**src/rtl/rsa_pkg.sv**
```systemverilog
// Shared definitions for the modular-exponentiation controller.
//   state_t  : sequencer states
//   SEL_*    : multiplier operand-B select codes
//   DEF_*    : default widths
package rsa_pkg;
  localparam int DEF_WIDTH = 10;
  localparam int DEF_CNT_W = 4;

  typedef enum logic [2:0] {
    IDLE  = 3'd0,
    LOAD  = 3'd1,
    SQR_S = 3'd2,
    SQR_W = 3'd3,
    MUL_S = 3'd4,
    MUL_W = 3'd5,
    DONE  = 3'd6
  } state_t;

  localparam logic SEL_ACC  = 1'b0;
  localparam logic SEL_BASE = 1'b1;
endpackage

```
**src/rtl/rsa_bit_scan.sv**
```systemverilog
// Exponent bit scanner: latches the exponent and walks a bit index from
// WIDTH-1 down to 0.
//   clk, rstb : clock, synchronous active-low reset
//   en        : global advance enable
//   load      : latch exp_i, index <= WIDTH-1
//   dec       : step index down by one (saturates at 0)
//   exp_i     : exponent input
//   cur_bit   : exponent bit at the current index
//   last_bit  : current index is 0
module rsa_bit_scan
  import rsa_pkg::*;
#(
  parameter int WIDTH = DEF_WIDTH,
  parameter int CNT_W = DEF_CNT_W
) (
  input  logic             clk,
  input  logic             rstb,
  input  logic             en,
  input  logic             load,
  input  logic             dec,
  input  logic [WIDTH-1:0] exp_i,
  output logic             cur_bit,
  output logic             last_bit
);

  logic [WIDTH-1:0] exp_q;
  logic [CNT_W-1:0] idx_q;
  logic [WIDTH-1:0] exp_sh;

  always_ff @(posedge clk) begin
    if (!rstb) begin
      exp_q <= '0;
      idx_q <= '0;
    end else if (en) begin
      if (load) begin
        exp_q <= exp_i;
        idx_q <= CNT_W'(WIDTH - 1);
      end else if (dec && (idx_q != '0)) begin
        // Guarded so the index can never wrap past zero.
        idx_q <= idx_q - 1'b1;
      end
    end
  end

  // Shift rather than dynamic bit-select keeps the index range lint-clean.
  assign exp_sh   = exp_q >> idx_q;
  assign cur_bit  = exp_sh[0];
  assign last_bit = (idx_q == '0);

endmodule

```
**src/rtl/rsa_modexp_ctrl.sv**
```systemverilog
// MSB-first square-and-multiply sequencer computing R = B^E mod N over a
// shared external modular multiplier.
//   clk, rstb          : clock, synchronous active-low reset
//   en                 : global advance enable (low freezes everything)
//   start              : request, sampled only in IDLE
//   base_i, exp_i      : operands B and E
//   busy               : not in IDLE
//   eoc, R_o           : one-cycle completion pulse and held result
//   mm_start           : one-cycle multiplier start
//   mm_a, mm_b         : multiplier operands (acc, acc|base)
//   mm_done, mm_result : multiplier completion strobe and product
module rsa_modexp_ctrl
  import rsa_pkg::*;
#(
  parameter int WIDTH = DEF_WIDTH,
  parameter int CNT_W = DEF_CNT_W
) (
  input  logic             clk,
  input  logic             rstb,
  input  logic             en,
  input  logic             start,
  input  logic [WIDTH-1:0] base_i,
  input  logic [WIDTH-1:0] exp_i,
  output logic             busy,
  output logic             eoc,
  output logic [WIDTH-1:0] R_o,
  output logic             mm_start,
  output logic [WIDTH-1:0] mm_a,
  output logic [WIDTH-1:0] mm_b,
  input  logic             mm_done,
  input  logic [WIDTH-1:0] mm_result
);

  state_t           state_q, state_d;
  logic [WIDTH-1:0] acc_q, base_q, r_q;
  logic             eoc_q;

  logic             scan_load, scan_dec;
  logic             acc_init, acc_upd;
  logic             issue;
  logic             sel_b;
  logic             cur_bit, last_bit;

  rsa_bit_scan #(
    .WIDTH (WIDTH),
    .CNT_W (CNT_W)
  ) u_scan (
    .clk      (clk),
    .rstb     (rstb),
    .en       (en),
    .load     (scan_load),
    .dec      (scan_dec),
    .exp_i    (exp_i),
    .cur_bit  (cur_bit),
    .last_bit (last_bit)
  );

  always_ff @(posedge clk) begin
    if (!rstb) begin
      state_q <= IDLE;
      acc_q   <= '0;
      base_q  <= '0;
      r_q     <= '0;
      eoc_q   <= 1'b0;
    end else if (en) begin
      state_q <= state_d;
      if (acc_init) begin
        acc_q  <= WIDTH'(1);
        base_q <= base_i;
      end else if (acc_upd) begin
        acc_q  <= mm_result;
      end
      // Result and pulse are launched on the same edge that leaves DONE,
      // so R_o is already valid while eoc is high.
      eoc_q <= (state_q == DONE);
      if (state_q == DONE) r_q <= acc_q;
    end
  end

  always_comb begin
    state_d   = state_q;
    scan_load = 1'b0;
    scan_dec  = 1'b0;
    acc_init  = 1'b0;
    acc_upd   = 1'b0;
    issue     = 1'b0;
    sel_b     = SEL_ACC;
    case (state_q)
      IDLE: begin
        if (start) begin
          scan_load = 1'b1;
          acc_init  = 1'b1;
          state_d   = LOAD;
        end
      end
      LOAD:  state_d = SQR_S;
      SQR_S: begin
        issue   = 1'b1;
        state_d = SQR_W;
      end
      SQR_W: begin
        if (mm_done) begin
          acc_upd = 1'b1;
          if (cur_bit) begin
            state_d = MUL_S;       // index stays; MUL_W steps it
          end else if (last_bit) begin
            state_d = DONE;
          end else begin
            scan_dec = 1'b1;
            state_d  = SQR_S;
          end
        end
      end
      MUL_S: begin
        issue   = 1'b1;
        sel_b   = SEL_BASE;
        state_d = MUL_W;
      end
      MUL_W: begin
        sel_b = SEL_BASE;
        if (mm_done) begin
          acc_upd = 1'b1;
          if (last_bit) begin
            state_d = DONE;
          end else begin
            scan_dec = 1'b1;
            state_d  = SQR_S;
          end
        end
      end
      DONE:    state_d = IDLE;
      default: state_d = IDLE;
    endcase
  end

  // Pulses are masked while frozen; the state holds, so they reappear
  // once en returns.
  assign mm_start = issue & en;
  assign eoc      = eoc_q & en;
  assign busy     = (state_q != IDLE);
  assign R_o      = r_q;
  assign mm_a     = acc_q;
  assign mm_b     = (sel_b == SEL_BASE) ? base_q : acc_q;

endmodule

```
**config.mk**
```make
export PLATFORM = sky130hd
export DESIGN_NAME = rsa_modexp_ctrl
export DESIGN_NICKNAME = d
export VERILOG_FILES = /design/src/rtl/rsa_pkg.sv /design/src/rtl/rsa_bit_scan.sv /design/src/rtl/rsa_modexp_ctrl.sv
export SDC_FILE = /design/constraint.sdc
export NUM_CORES = 1
export LEC_CHECK = 0
export ABC_AREA = 1
export ABC_CLOCK_PERIOD_IN_PS = 2200
export CORE_AREA = 2 2 69 71
export DETAILED_ROUTE_END_ITERATION = 6
export DIE_AREA = 0 0 71 73
export PLACE_DENSITY = 0.9
export SYNTH_ARGS = -nofsm -noshare
export SYNTH_HDL_FRONTEND = slang
export SYNTH_SLANG_ARGS = --single-unit
```
**constraint.sdc**
```tcl
create_clock -name clk -period 2.2 [get_ports clk]
set_input_delay 0.44 -clock clk [delete_from_list [all_inputs] [get_ports clk]]
set_output_delay 0.44 -clock clk [all_outputs]
set_load 0.005 [all_outputs]
```
## Yosys cells after proc, flatten, opt, wreduce, memory -nomap -nowiden

Index checks and enable logic that the tools add are counted.

- Flip-flop bits (word level): 48
- Bits of input ports: 35
- Output and inout port bits: 33
- Word-level logic and storage cells: 57

- Add/subtract/negate cells: 1
- Equal/unequal tests: 9
- Shift-type cells: 1
- Multiplexer cells: 22
- Bitwise operators: 2
- Reduce and logical (&&, ||, !) cells: 15

Operators with widths:

| kind | count |
|---|---|
| 10-bit 2-to-1 mux | 3 |
| 3-bit case mux with 6 select lines | 1 |
| 3-bit 2-to-1 mux | 5 |
| 1-bit 2-to-1 mux | 10 |
| 10-bit by 4-bit >> shifter with 1-bit output | 1 |
| 3-bit == test (second input constant) | 3 |
| 4-bit 2-to-1 mux | 2 |
| 2-bit AND reduction | 4 |
| 3-bit by 2-bit == test with 1-bit output (second input constant) | 2 |
| 2-bit inequality test (second input constant) | 3 |
| 2-bit OR reduction | 3 |
| 4-bit zero test | 1 |
| 4-bit AND reduction | 1 |
| 2-bit nonzero test | 2 |
| 4-bit nonzero test | 1 |
| 4-bit by 1-bit subtractor with 4-bit output (second input constant) | 1 |
| 3-bit by 1-bit == test with 1-bit output (second input constant) | 1 |
| 3-bit zero test | 1 |
| 3-bit nonzero test | 1 |
| 1-bit AND | 2 |
| 1-bit case mux with 2 select lines | 1 |
| 1-bit logical AND | 1 |

## Depth between registers and ports, before layout

- Depth after elaboration: 8
- Depth in mapped cells: 12

## Hierarchy

A second synthesis with hierarchy kept.

- Cell total of the unflattened synthesis: 315
- Area, all modules: 2352.3 sq um

By module, submodules not included:

| module | instances | cells an instance | area each (sq um) | seq. area each (sq um) |
|---|---|---|---|---|
| rsa_modexp_ctrl | 1 | 206 | 1639.1 | 680.7 |
| rsa_bit_scan | 1 | 109 | 713.2 | 280.3 |

## Worst setup path after synthesis

OpenSTA, ideal clock, no wires.

- Path kind: register -> output
- From: register state_q[1]
- To: output mm_b[0]
- Arrival: 1059 ps
- Data required time: 1760 ps
- Slack: 701 ps
- Cell stages (with the launch flop): 6
- Path buffers: 1
- Path through: dfxtp_1 nand3b_1 nand2_1 clkbuf_1 nand2_1 o21ai_0

- Longest elaborated chain between the ends: 4
- Elaborated cells between the ends (all ways): 5
- Those cells by class: 2 x eq/ne; 2 x mux; 1 x reduce/logical

RTL lines:

| what | RTL line | RTL |
|---|---|---|
| start, declared | rsa_modexp_ctrl.sv:34 | `state_t state_q, state_d;` |
| start signal, assigned | rsa_modexp_ctrl.sv:66 | `state_q <= state_d;` |
| 3-bit == test | rsa_modexp_ctrl.sv:88 | `case (state_q)` |
| 2-bit OR reduction (no source line) * | - |  |
| 1-bit 2-to-1 mux * | rsa_modexp_ctrl.sv:88 |  |
| 10-bit 2-to-1 mux * | rsa_modexp_ctrl.sv:143 | `assign mm_b = (sel_b == SEL_BASE) ? base_q : acc_q;` |
| end, declared | rsa_modexp_ctrl.sv:29 | `output logic [WIDTH-1:0] mm_b,` |

Every way passes the cells marked *; elsewhere a longest branch is shown, timed or not.

## Worst setup path in the final report

- From: register state_q[0]
- To: output mm_b[0]

Same word-level chain as after synthesis.

==> impl_results.md <==
* Run status: finished clean
* Yosys cell types at 29
* Maximum number of pins on one net before global-route repair at 23
* Start-to-end type of the worst setup path: reg -> out
* Required time at the endpoint of the critical path at 1760 ps
* Type of origin of the critical path: register
* Port Buffer Count at 67
* Min-Delay Path Depth at 2
* Footprint of the multi-input gates at 967 µm²
* Hold-fix buffers, CTS at 0
* Highest clock frequency the design can meet at 507 MHz
* Placed Cells incl. Taps at 405
* Portion of synthesized cell area occupied by the leading cell type at 45.2%
* Routed WL at 5800 µm
* Slew at the pin closest to its max-slew limit at 470 ps
* Post-route antenna net violation count at 0
* Maximum buffer depth of the clock tree at 2
* H-tree level count at 2
* Most frequently used flop master after synthesis: dfxtp_1
* Antenna cells at 0
* Path class of the lowest-slack min-delay path: reg -> reg
* Cell type with the highest aggregate area in the netlist: dfxtp_1
* Worst Path Arrival at 1530 ps
* Fin Setup TNS at 0 ps
* Placement Rows at 25
* Fraction of registers with async set or reset after synthesis at 0%
* Endpoint type of the worst setup path: output port
* Starting Density at 46.8%
* Most frequent cell after synthesis: nand2_1
* Final non-filler cell area at 2980 µm²
* Worst r2r path cells at 7
* GR Overflow Total at 0
* Overall die height at 73 µm
* Final Hold Violating Endpoints at 0
* Share of the clock period used by the worst path at 89.7%
* GRT Overall Usage at 23.0%
* Die area at 5180 µm²
* TritonCTS clock tree: built
* Worst hold margin at 459 ps
* PD cells at 583 nW/µm²
* Clock buffers created by TritonCTS at 5
* Flip-flop and latch count after synthesis at 48
* Detail Placement HPWL at 4170 µm
* Register Area at 966 µm²
* Routed length per instance at 14.0 µm
* Die X-Extent at 71 µm
* Number of maximum-capacitance violations at 0
* Cell area after technology mapping at 2120 µm²
* Number of non-filler instances in the completed layout at 415
* Endpoint of the lowest-slack register-to-register path: u_scan.idx_q[3]
* EDFF count, synth at 0
* Detailed Routing Iterations Pass 1 at 4
* Core outline area at 4540 µm²
* Share of layout cells above drive strength 1 at 10.2%
* Clk root buf: clkbuf_8
* Initial antenna violation count at 0
* Number of vias in the routed layout at 2182
* Layout Area Growth over Synthesis at 40.5%
* Static Leak at 1.18 nW
* Number of nets produced by synthesis at 326
* Number of failing setup endpoints in the final timing report at 0
* DRC violation count after routing at 0
* Post-synthesis sequential area ratio at 45.2%
* Routability-driven placement congestion ratio at 0.831
* Worst ir drop on vdd at 0.513 mV
* RSZ-0062 raised after global routing: false
* Number of fill cells at 376
* Hold Path End: u_scan.exp_q[4]
* Num ports at 68
* Instance count of the mapped netlist at 290
* Global-route wire length before repair at 9320 µm
* List of most frequent post-synthesis cells: nand2_1 (60), a21oi_1 (50), dfxtp_1 (48), o21ai_0 (32), inv_1 (28)
* Largest cells by area after synthesis: dfxtp_1 (45%), a21oi_1 (12%), nand2_1 (11%), o21ai_0 (7.5%), nand3_1 (5.7%)
* Placement-stage cell area at 2870 µm²
* Total of warnings raised by yosys at 0
* Vias in the first global route at 2143
* Register clock-pin slew on the reported worst setup and hold paths at 90 ps
* Critical R2R Launch: u_scan.idx_q[0]
* Skew final at 5.37 ps
* Final period demand of the worst path at 1970 ps
* Source of the worst hold timing path: u_scan.exp_q[4]
* Clock latency on the worst-skew pair at 310 ps
* Post-synthesis area per instance at 7.33 µm²
* Relative max-transition margin at 68.6%
* Post-layout nets at 396
* Setup slack on the worst flop-to-flop path at 550 ps
* Starting DRT DRC Count at 143
* Via density per instance at 5.26
* Clock sink count at 48
* Largest driver fanout on the critical path at 20
* Number of max-slew violations in the final report at 0
layout make-up:
| type | instances | area share [%] |
|---|---|---|
| Multi-Input combinational cell | 194 | 32.4 |
| Sequential cell | 48 | 32.4 |
| Timing Repair Buffer | 78 | 25.4 |
| Inverter | 33 | 4.32 |
| Clock buffer | 6 | 2.77 |
| Tap cell | 54 | 2.26 |
| Clock inverter | 2 | 0.461 |
stage by stage:
stage	utilization, %	total power (W)	setup slack, ps
after CTS	65.6	0.00174	57.9
after floorplan	-	0.00107	701
final	65.8	0.00174	227
after detailed placement	63.3	0.00119	69.6
after global routing	65.8	0.00182	104
after global placement	63.3	0.00118	91.0
how the worst max path moves through the flow:
stage,from,cells past startpoint,end,slack (ps)
after global placement,en,4,mm_start,90
after floorplan,state_q[1],5,mm_b[0],700
after CTS,state_q[0],5,mm_start,60
after detailed placement,en,4,mm_start,70
after global routing,state_q[0],7,mm_b[8],100
final,state_q[0],7,mm_b[0],230
layer usage:
metal	wire [µm]	up-vias	global-route usage [%]
met3	385	18	5.66
met5	0	-	0
met2	2990	82	41.7
met1	2240	991	25.2
met4	188	0	10.9
li1	-	1091	-
worst max-delay path, cell delays in order (launching register included):
cell and delay [ps]:
dfxtp_4 370, nor2_2 130, nand2_1 100, nand2_2 100, buf_12 140, nand2_1 50, o21ai_0 60, dlygate4sd2_1 280
cell usage in the layout (no fill, tap or decap), types with 3 or more instances in the layout:
master,netlist,layout
o21ai_0,32,32
o21ai_1,3,3
dfxtp_1,48,46
nand3b_1,3,3
a21oi_1,50,50
clkdlybuf4s50_1,0,55
inv_1,28,28
nand2_1,60,59
nand2_2,4,5
nand3_1,24,24
dlygate4sd2_1,0,10
nor2_1,6,5
clkbuf_8,0,6
buf_4,0,10
registers in the layout (all words and copies together) (netlist names):
| name | cells |
|---|---|
| R_o | 10 |
| state_q | 3 |
| base_q | 10 |
| u_scan.exp_q | 10 |
| mm_a | 10 |
| eoc_q | 1 |
| u_scan.idx_q | 4 |
where the power goes:
part / internal (W) / total, W / switching (W)
Combinational: 0.000122 / 0.000253 / 0.000130
Clock: 0.000257 / 0.000563 / 0.000306
Sequential: 0.000901 / 0.000923 / 0.0000224
what timing repair did:
action,CTS,global route
resized for setup,13,4
buffers inserted,2,0
gates cloned,0,0
endpoints found under the setup margin,10,1
kinds of logic after synthesis:
kind of cell    Yosys count  share of synthesized area, %
compound gates           87                          21.1
xor+xnor                  1                         0.412
fa+ha+maj                 1                         0.589
buf+inv                  48                          9.48
flops                    48                          45.2
simple gates            105                          23.1
Power figures use the tool's default switching activity.
